`src/rtl/adc_src_arbiter_if.sv`:
```
// adc_src_arbiter_if
//   Bundles the sample-source side, the downstream dispatch handshake and the
//   overflow readout of adc_src_arbiter.
//   slave  : arbiter side (takes samples/ready/clear, drives word + overflow)
//   master : environment side (drives samples/ready/clear, observes outputs)
interface adc_src_arbiter_if #(
    parameter int N_SRC  = 8,
    parameter int W_SRC  = 5,
    parameter int W_DATA = 18,
    parameter int W_OVF  = 16
);
    logic [N_SRC-1:0]        dv_in;
    logic [N_SRC*W_DATA-1:0] data_in;
    logic                    rdy_in;
    logic                    ovf_clr_in;
    logic                    dv_out;
    logic [W_SRC-1:0]        src_out;
    logic [W_DATA-1:0]       data_out;
    logic [N_SRC-1:0]        ovf_flag_out;
    logic [W_OVF-1:0]        ovf_cnt_out;

    modport slave (
        input  dv_in, data_in, rdy_in, ovf_clr_in,
        output dv_out, src_out, data_out, ovf_flag_out, ovf_cnt_out
    );

    modport master (
        output dv_in, data_in, rdy_in, ovf_clr_in,
        input  dv_out, src_out, data_out, ovf_flag_out, ovf_cnt_out
    );
endinterface

```
`src/rtl/adc_src_arbiter.sv`:
```
// adc_src_arbiter
//   Merges N_SRC ADC sample streams into one registered word stream for the
//   dispatch input buffer. Each source owns a one-word holding slot; a
//   round-robin arbiter issues at most one word per cycle while rdy_in is high.
//   A new sample into a still-pending slot replaces the old one (newest wins)
//   and is recorded in a sticky per-source flag and a saturating counter.
//   Ports:
//     clk_in, rst_in : clock, async active-high reset
//     bus (slave)    : dv_in/data_in per-source samples, rdy_in, ovf_clr_in,
//                      dv_out/src_out/data_out word, ovf_flag_out, ovf_cnt_out

// Per-source holding slot. A grant and a capture in the same cycle hand the old
// word downstream and keep the slot pending with the new one.
module adc_src_slot #(
    parameter int W_DATA = 18
) (
    input  logic              clk_in,
    input  logic              rst_in,
    input  logic              dv,
    input  logic [W_DATA-1:0] data,
    input  logic              gnt,
    output logic              pend,
    output logic [W_DATA-1:0] hold,
    output logic              ovr
);
    assign ovr = dv & pend & ~gnt;

    always_ff @(posedge clk_in or posedge rst_in) begin
        if (rst_in) begin
            pend <= 1'b0;
            hold <= '0;
        end else if (dv) begin
            pend <= 1'b1;
            hold <= data;
        end else if (gnt) begin
            pend <= 1'b0;
        end
    end
endmodule

module adc_src_arbiter #(
    parameter int N_SRC  = 8,
    parameter int W_SRC  = 5,
    parameter int W_DATA = 18,
    parameter int W_OVF  = 16
) (
    input  logic               clk_in,
    input  logic               rst_in,
    adc_src_arbiter_if.slave   bus
);
    logic [N_SRC-1:0]             pend, ovr, gnt_oh, rot_pend, gnt_rot;
    logic [N_SRC-1:0][W_DATA-1:0] hold;
    logic [2*N_SRC-1:0]           gnt2;
    logic [W_SRC-1:0]             rr_ptr, gnt_idx;
    logic [W_DATA-1:0]            gnt_data;
    logic                         found, gnt_any;
    logic [W_SRC:0]               n_ovr;
    logic [W_OVF:0]               cnt_sum;

    logic                         dv_q;
    logic [W_SRC-1:0]             src_q;
    logic [W_DATA-1:0]            data_q;
    logic [N_SRC-1:0]             flag_q;
    logic [W_OVF-1:0]             cnt_q;

    genvar k;
    generate
        for (k = 0; k < N_SRC; k++) begin : g_slot
            adc_src_slot #(.W_DATA(W_DATA)) u_slot (
                .clk_in (clk_in),
                .rst_in (rst_in),
                .dv     (bus.dv_in[k]),
                .data   (bus.data_in[k*W_DATA +: W_DATA]),
                .gnt    (gnt_oh[k]),
                .pend   (pend[k]),
                .hold   (hold[k]),
                .ovr    (ovr[k])
            );
        end
    endgenerate

    // Round robin: rotate pend so rr_ptr sits at bit 0, pick the lowest set
    // bit, then rotate the one-hot back to absolute source positions.
    always_comb begin
        rot_pend = N_SRC'({pend, pend} >> rr_ptr);
        gnt_rot  = '0;
        found    = 1'b0;
        for (int o = 0; o < N_SRC; o++) begin
            if (!found && rot_pend[o]) begin
                gnt_rot[o] = 1'b1;
                found      = 1'b1;
            end
        end
        gnt_any = bus.rdy_in & found;
        gnt2    = {{N_SRC{1'b0}}, gnt_rot} << rr_ptr;
        gnt_oh  = gnt_any ? (gnt2[N_SRC-1:0] | gnt2[2*N_SRC-1:N_SRC]) : '0;

        gnt_idx  = '0;
        gnt_data = '0;
        n_ovr    = '0;
        for (int i = 0; i < N_SRC; i++) begin
            if (gnt_oh[i]) begin
                gnt_idx  = gnt_idx | W_SRC'(i);
                gnt_data = gnt_data | hold[i];
            end
            n_ovr = n_ovr + (W_SRC+1)'(ovr[i]);
        end

        // Clear discards history but keeps this cycle's events.
        cnt_sum = {1'b0, (bus.ovf_clr_in ? {W_OVF{1'b0}} : cnt_q)} + (W_OVF+1)'(n_ovr);
    end

    always_ff @(posedge clk_in or posedge rst_in) begin
        if (rst_in) begin
            rr_ptr <= '0;
            dv_q   <= 1'b0;
            src_q  <= '0;
            data_q <= '0;
            flag_q <= '0;
            cnt_q  <= '0;
        end else begin
            dv_q <= gnt_any;
            if (gnt_any) begin
                src_q  <= gnt_idx;
                data_q <= gnt_data;
                rr_ptr <= (gnt_idx == W_SRC'(N_SRC-1)) ? '0 : gnt_idx + W_SRC'(1);
            end
            flag_q <= bus.ovf_clr_in ? ovr : (flag_q | ovr);
            cnt_q  <= cnt_sum[W_OVF] ? {W_OVF{1'b1}} : cnt_sum[W_OVF-1:0];
        end
    end

    assign bus.dv_out       = dv_q;
    assign bus.src_out      = src_q;
    assign bus.data_out     = data_q;
    assign bus.ovf_flag_out = flag_q;
    assign bus.ovf_cnt_out  = cnt_q;
endmodule

```
`src/flat_wrapper.sv`:
```
// flat-port wrapper written by rule: the top's interface ports become plain ports
module adc_src_arbiter_flat 
#(
    parameter int N_SRC  = 8,
    parameter int W_SRC  = 5,
    parameter int W_DATA = 18,
    parameter int W_OVF  = 16
)
  (clk_in, rst_in, bus_dv_in, bus_data_in, bus_rdy_in, bus_ovf_clr_in, bus_dv_out, bus_src_out, bus_data_out, bus_ovf_flag_out, bus_ovf_cnt_out);
  adc_src_arbiter_if #(.N_SRC(N_SRC), .W_SRC(W_SRC), .W_DATA(W_DATA), .W_OVF(W_OVF)) bus_i ();
  input  logic clk_in;
  input  logic rst_in;
  input wire logic [$bits(bus_i.dv_in)-1:0] bus_dv_in;
  input wire logic [$bits(bus_i.data_in)-1:0] bus_data_in;
  input wire logic [$bits(bus_i.rdy_in)-1:0] bus_rdy_in;
  input wire logic [$bits(bus_i.ovf_clr_in)-1:0] bus_ovf_clr_in;
  output wire logic [$bits(bus_i.dv_out)-1:0] bus_dv_out;
  output wire logic [$bits(bus_i.src_out)-1:0] bus_src_out;
  output wire logic [$bits(bus_i.data_out)-1:0] bus_data_out;
  output wire logic [$bits(bus_i.ovf_flag_out)-1:0] bus_ovf_flag_out;
  output wire logic [$bits(bus_i.ovf_cnt_out)-1:0] bus_ovf_cnt_out;
  assign bus_i.dv_in = bus_dv_in;
  assign bus_i.data_in = bus_data_in;
  assign bus_i.rdy_in = bus_rdy_in;
  assign bus_i.ovf_clr_in = bus_ovf_clr_in;
  assign bus_dv_out = bus_i.dv_out;
  assign bus_src_out = bus_i.src_out;
  assign bus_data_out = bus_i.data_out;
  assign bus_ovf_flag_out = bus_i.ovf_flag_out;
  assign bus_ovf_cnt_out = bus_i.ovf_cnt_out;
  adc_src_arbiter #(.N_SRC(N_SRC), .W_SRC(W_SRC), .W_DATA(W_DATA), .W_OVF(W_OVF)) u_core (.clk_in(clk_in), .rst_in(rst_in), .bus(bus_i));
endmodule
```
`config.mk`:
```
export PLATFORM = sky130hd
export DESIGN_NAME = adc_src_arbiter_flat
export DESIGN_NICKNAME = d
export VERILOG_FILES = /design/src/rtl/adc_src_arbiter_if.sv /design/src/rtl/adc_src_arbiter.sv /design/src/flat_wrapper.sv
export SDC_FILE = /design/constraint.sdc
export NUM_CORES = 1
export LEC_CHECK = 0
export ABC_AREA = 1
export BUFFER_PORTS_ARGS = -buffer_cell sky130_fd_sc_hd__buf_2
export CAP_MARGIN = 20
export CORE_UTILIZATION = 56
export DETAILED_ROUTE_END_ITERATION = 8
export GPL_ROUTABILITY_DRIVEN = 1
export PLACE_DENSITY_LB_ADDON = 0.3
export SYNTH_ARGS = -nofsm -noshare
export SYNTH_HDL_FRONTEND = slang
export SYNTH_HIERARCHICAL = 1
export SYNTH_SLANG_ARGS = --single-unit
```
`constraint.sdc`:
```
create_clock -name clk_in -period 6.9 [get_ports clk_in]
set_input_delay 0.69 -clock clk_in [delete_from_list [all_inputs] [get_ports clk_in]]
set_output_delay 0.69 -clock clk_in [all_outputs]
set_load 0.01 [all_outputs]
```
==> qor.txt <==
Area Growth Syn to Fin -> 14.3%
Clock Latency Late Sink -> 0.52 ns
RD Place Congestion -> 0.987
final setup vio count -> 0
min Tclk post-route -> 6.35 ns
R2R Path Start -> u_core/rr_ptr[0]
I/O pin cnt -> 204
Pre-antenna DRT Iters -> 5
largest net degree at the start of global routing -> 51
DR WL/cell -> 17.1 um
VDD IR max -> 0.226 mV
EDFF count, synth -> 0
Int Pwr -> 2800 uW
Worst Max-Slew Pin Slew -> 0.813 ns
fraction of registers with async set/reset -> 100%
DR DRC count -> 0
critical path class -> reg -> reg
Seq/Total Area, Yosys -> 47.9%
Synth top area share -> 47.9%
Combinational Power Share -> 45.0%
max_cap viols -> 0
synthesized area -> 10600 um^2
Relative slew margins -> 45.7%
IO Port Bufs -> 201
crit start category -> flop
Detailed Route Iter0 Violations -> 1078
Sink Count -> 202
fin area -> 12100 um^2
number of global-route vias before repair -> 9303
Sequential Power Share -> 31.6%
Placeable Area -> 18200 um^2
Nets -> 1717
Yosys reg bits -> 202
clk root buf -> clkbuf_16
clk buf depth -> 3
switching share of power -> 44.2%
grt total ovfl -> 0
crit path capture type -> flop
worst path arrival time -> 6.78 ns
clk_skew -> 0.0115 ns
Post-Route Setup TNS -> 0 ns
syn_area_per_cell -> 7.73 um^2
Yosys top cell by area -> dfrtp_1
share of layout cells above drive strength 1 -> 20.3%
f_max -> 157 MHz
DRT Wirelength -> 30.7 mm
Cell variety after synth -> 44
TritonCTS clock tree -> built
Power Density -> 417 nW/um^2
ys flop type -> dfrtp_1
Die ar. -> 19400 um^2
Die Ht -> 139 um
Rows -> 49
total track usage -> 32.2%
Worst Reg-to-Reg Cells -> 27
Die W -> 139 um
crit path from -> u_core/rr_ptr[0]
first-pass GRT wire length -> 48.4 mm
DP HPWL -> 22.8 mm
Critical Path RT -> 7.32 ns
fin crit share -> 92.1%
ranking of synthesized cells by area -> dfrtp_1 (48%), nand2_1 (24%), nand3_1 (5.6%)
hold_buf cts -> 0
antenna cells -> 0
Initial Util -> 58.0%
Leak -> 0.00677 uW
Final Hold Violating Endpoints -> 0
Post-Syn Instances -> 1366
vias per inst -> 5.41
Slew Limit Fails -> 0
clock slew at reported path FFs -> 0.06 ns
Net Switching -> 2220 uW
outcome -> completed
Antenna Nets Post-Route -> 0
power share of the clock group -> 23.3%
CTS Buf Count -> 23
initial antenna violation count -> 0
H-tree depth -> 1
placed cell area -> 11300 um^2
RSZ-0062 raised after global routing -> no
RR Endpoint -> u_core/bus.ovf_cnt_out[3]
R2R Setup Slk -> 0.55 ns
total number of vias -> 9696
Synth warnings -> 6
Hold Path Class -> in -> async
Crit Path Max Fanout -> 19
==> per-layer routing <==
metal | wire (um) | GRT usage (%) | vias up
met3 | 2440 | 5.78 | 85
met2 | 14300 | 51.8 | 462
met5 | 0 | 0 | -
li1 | - | - | 4608
met4 | 1390 | 14.4 | 0
met1 | 12500 | 42.8 | 4541
==> kinds of logic (layout without fill, tap and decap cells) <==
group	count (synthesis)	after routing	share of synthesized area [%]
simple gates	945	945	37.7
flops	202	202	47.9
xor+xnor	3	3	0.249
compound gates	53	53	2.94
fa+ha+maj	13	13	1.90
other cells	1	2	0.0355
buf+inv	149	346	9.25
==> worst max-delay path, stage by stage (launching register included) <==
cell	delay, ns
dfrtp_2	0.52
inv_8	0.16
nand2_2	0.08
inv_2	0.06
nand2_1	0.06
o21a_1	0.18
a221oi_1	0.43
nand3_2	0.19
o21ai_2	0.19
nand3_2	0.12
a21oi_1	0.22
nor2_1	0.12
fa_1	0.56
inv_1	0.06
fa_1	0.53
fa_1	0.41
inv_1	0.08
fa_1	0.20
fa_1	0.23
a21oi_1	0.08
o21bai_1	0.25
nand2_1	0.13
nor3_2	0.22
nand2_1	0.11
nor3_1	0.25
nand3_1	0.17
or3b_4	0.51
o21ai_0	0.13
==> cell type report <==
type | instances | area [um^2]
multi-input cells | 1016 | 4530
flip-flops and latches | 202 | 5060
fillers | 1532 | 6150
clock inverters | 9 | 75.1
well taps | 229 | 287
repair buffers | 211 | 1090
clock buffers | 32 | 659
inverters | 94 | 360
==> per-stage QoR <==
| step | hold WS, ns | instances | util [%] | worst slack (ns) | total power, uW |
|---|---|---|---|---|---|
| 2_1_floorplan | 0.442 | 1367 | - | 1.29 | 3200 |
| 3_3_place_gp | 0.454 | 1751 | 62.1 | 0.622 | 3770 |
| 3_5_place_dp | 0.458 | 1751 | 62.1 | 0.376 | 3810 |
| 4_1_cts | 0.355 | 1792 | 66.1 | 0.331 | 5000 |
| 6_report | 0.332 | 1793 | 66.2 | 0.547 | 5030 |
| 5_1_grt | 0.370 | 1793 | 66.2 | 0.149 | 5360 |
==> how the worst max path moves through the flow <==
stage	endpoint	cells after the start
2_1_floorplan	u_core/bus.ovf_cnt_out[7]	32
3_3_place_gp	u_core/bus.ovf_cnt_out[5]	27
3_5_place_dp	u_core/bus.ovf_cnt_out[3]	27
4_1_cts	u_core/bus.ovf_cnt_out[3]	27
5_1_grt	u_core/bus.ovf_cnt_out[3]	27
6_report	u_core/bus.ovf_cnt_out[3]	27
==> sequential cells by signal, indices dropped and copies added, names as in the netlist <==
signal                     count
u_core/bus.ovf_flag_out        8
u_core/rr_ptr                  4
u_core/g_slot.u_slot/hold    144
u_core/bus.src_out             3
u_core/bus.dv_out              1
u_core/g_slot.u_slot/pend      8
u_core/bus.data_out           18
u_core/bus.ovf_cnt_out        16
==> power by group through the flow <==
stage	Clock (uW)	Sequential [uW]	Combinational, uW
after global routing	1240	1600	2520
after CTS	1190	1580	2230
final	1170	1590	2260
after floorplan	0	1560	1630
after global placement	0	1600	2170
after detailed placement	0	1600	2210
==> what timing repair did <==
action,in CTS,in global routing
endpoints found under the setup margin,0,15
resized for setup,0,2
buffers inserted,0,0
==> cells in the mapped netlist (6+ instances only) <==
cell type,n
o21ai_0,9
ha_1,8
nand3_2,20
dfrtp_1,202
nand2_1,663
a21oi_1,24
buf_12,10
buf_4,8
nand3_1,119
buf_2,6
buf_6,26
nand2_2,14
nor2_1,100
inv_1,79
nand4_1,6
a21o_1,8
inv_2,13
==> cell usage in the layout, fill, tap and decap left out, types with 9 or more instances in the layout <==
cell / Yosys / final
clkbuf_16: 0 / 23
o21ai_0: 9 / 9
inv_1: 79 / 78
nand3_2: 20 / 20
buf_4: 8 / 9
dfrtp_1: 202 / 201
buf_2: 6 / 201
nand3_1: 119 / 119
inv_2: 13 / 14
a21oi_1: 24 / 24
nor2_1: 100 / 100
nand2_1: 663 / 663
nand2_2: 14 / 14
No activity file was read; power rests on OpenSTA's default activity.
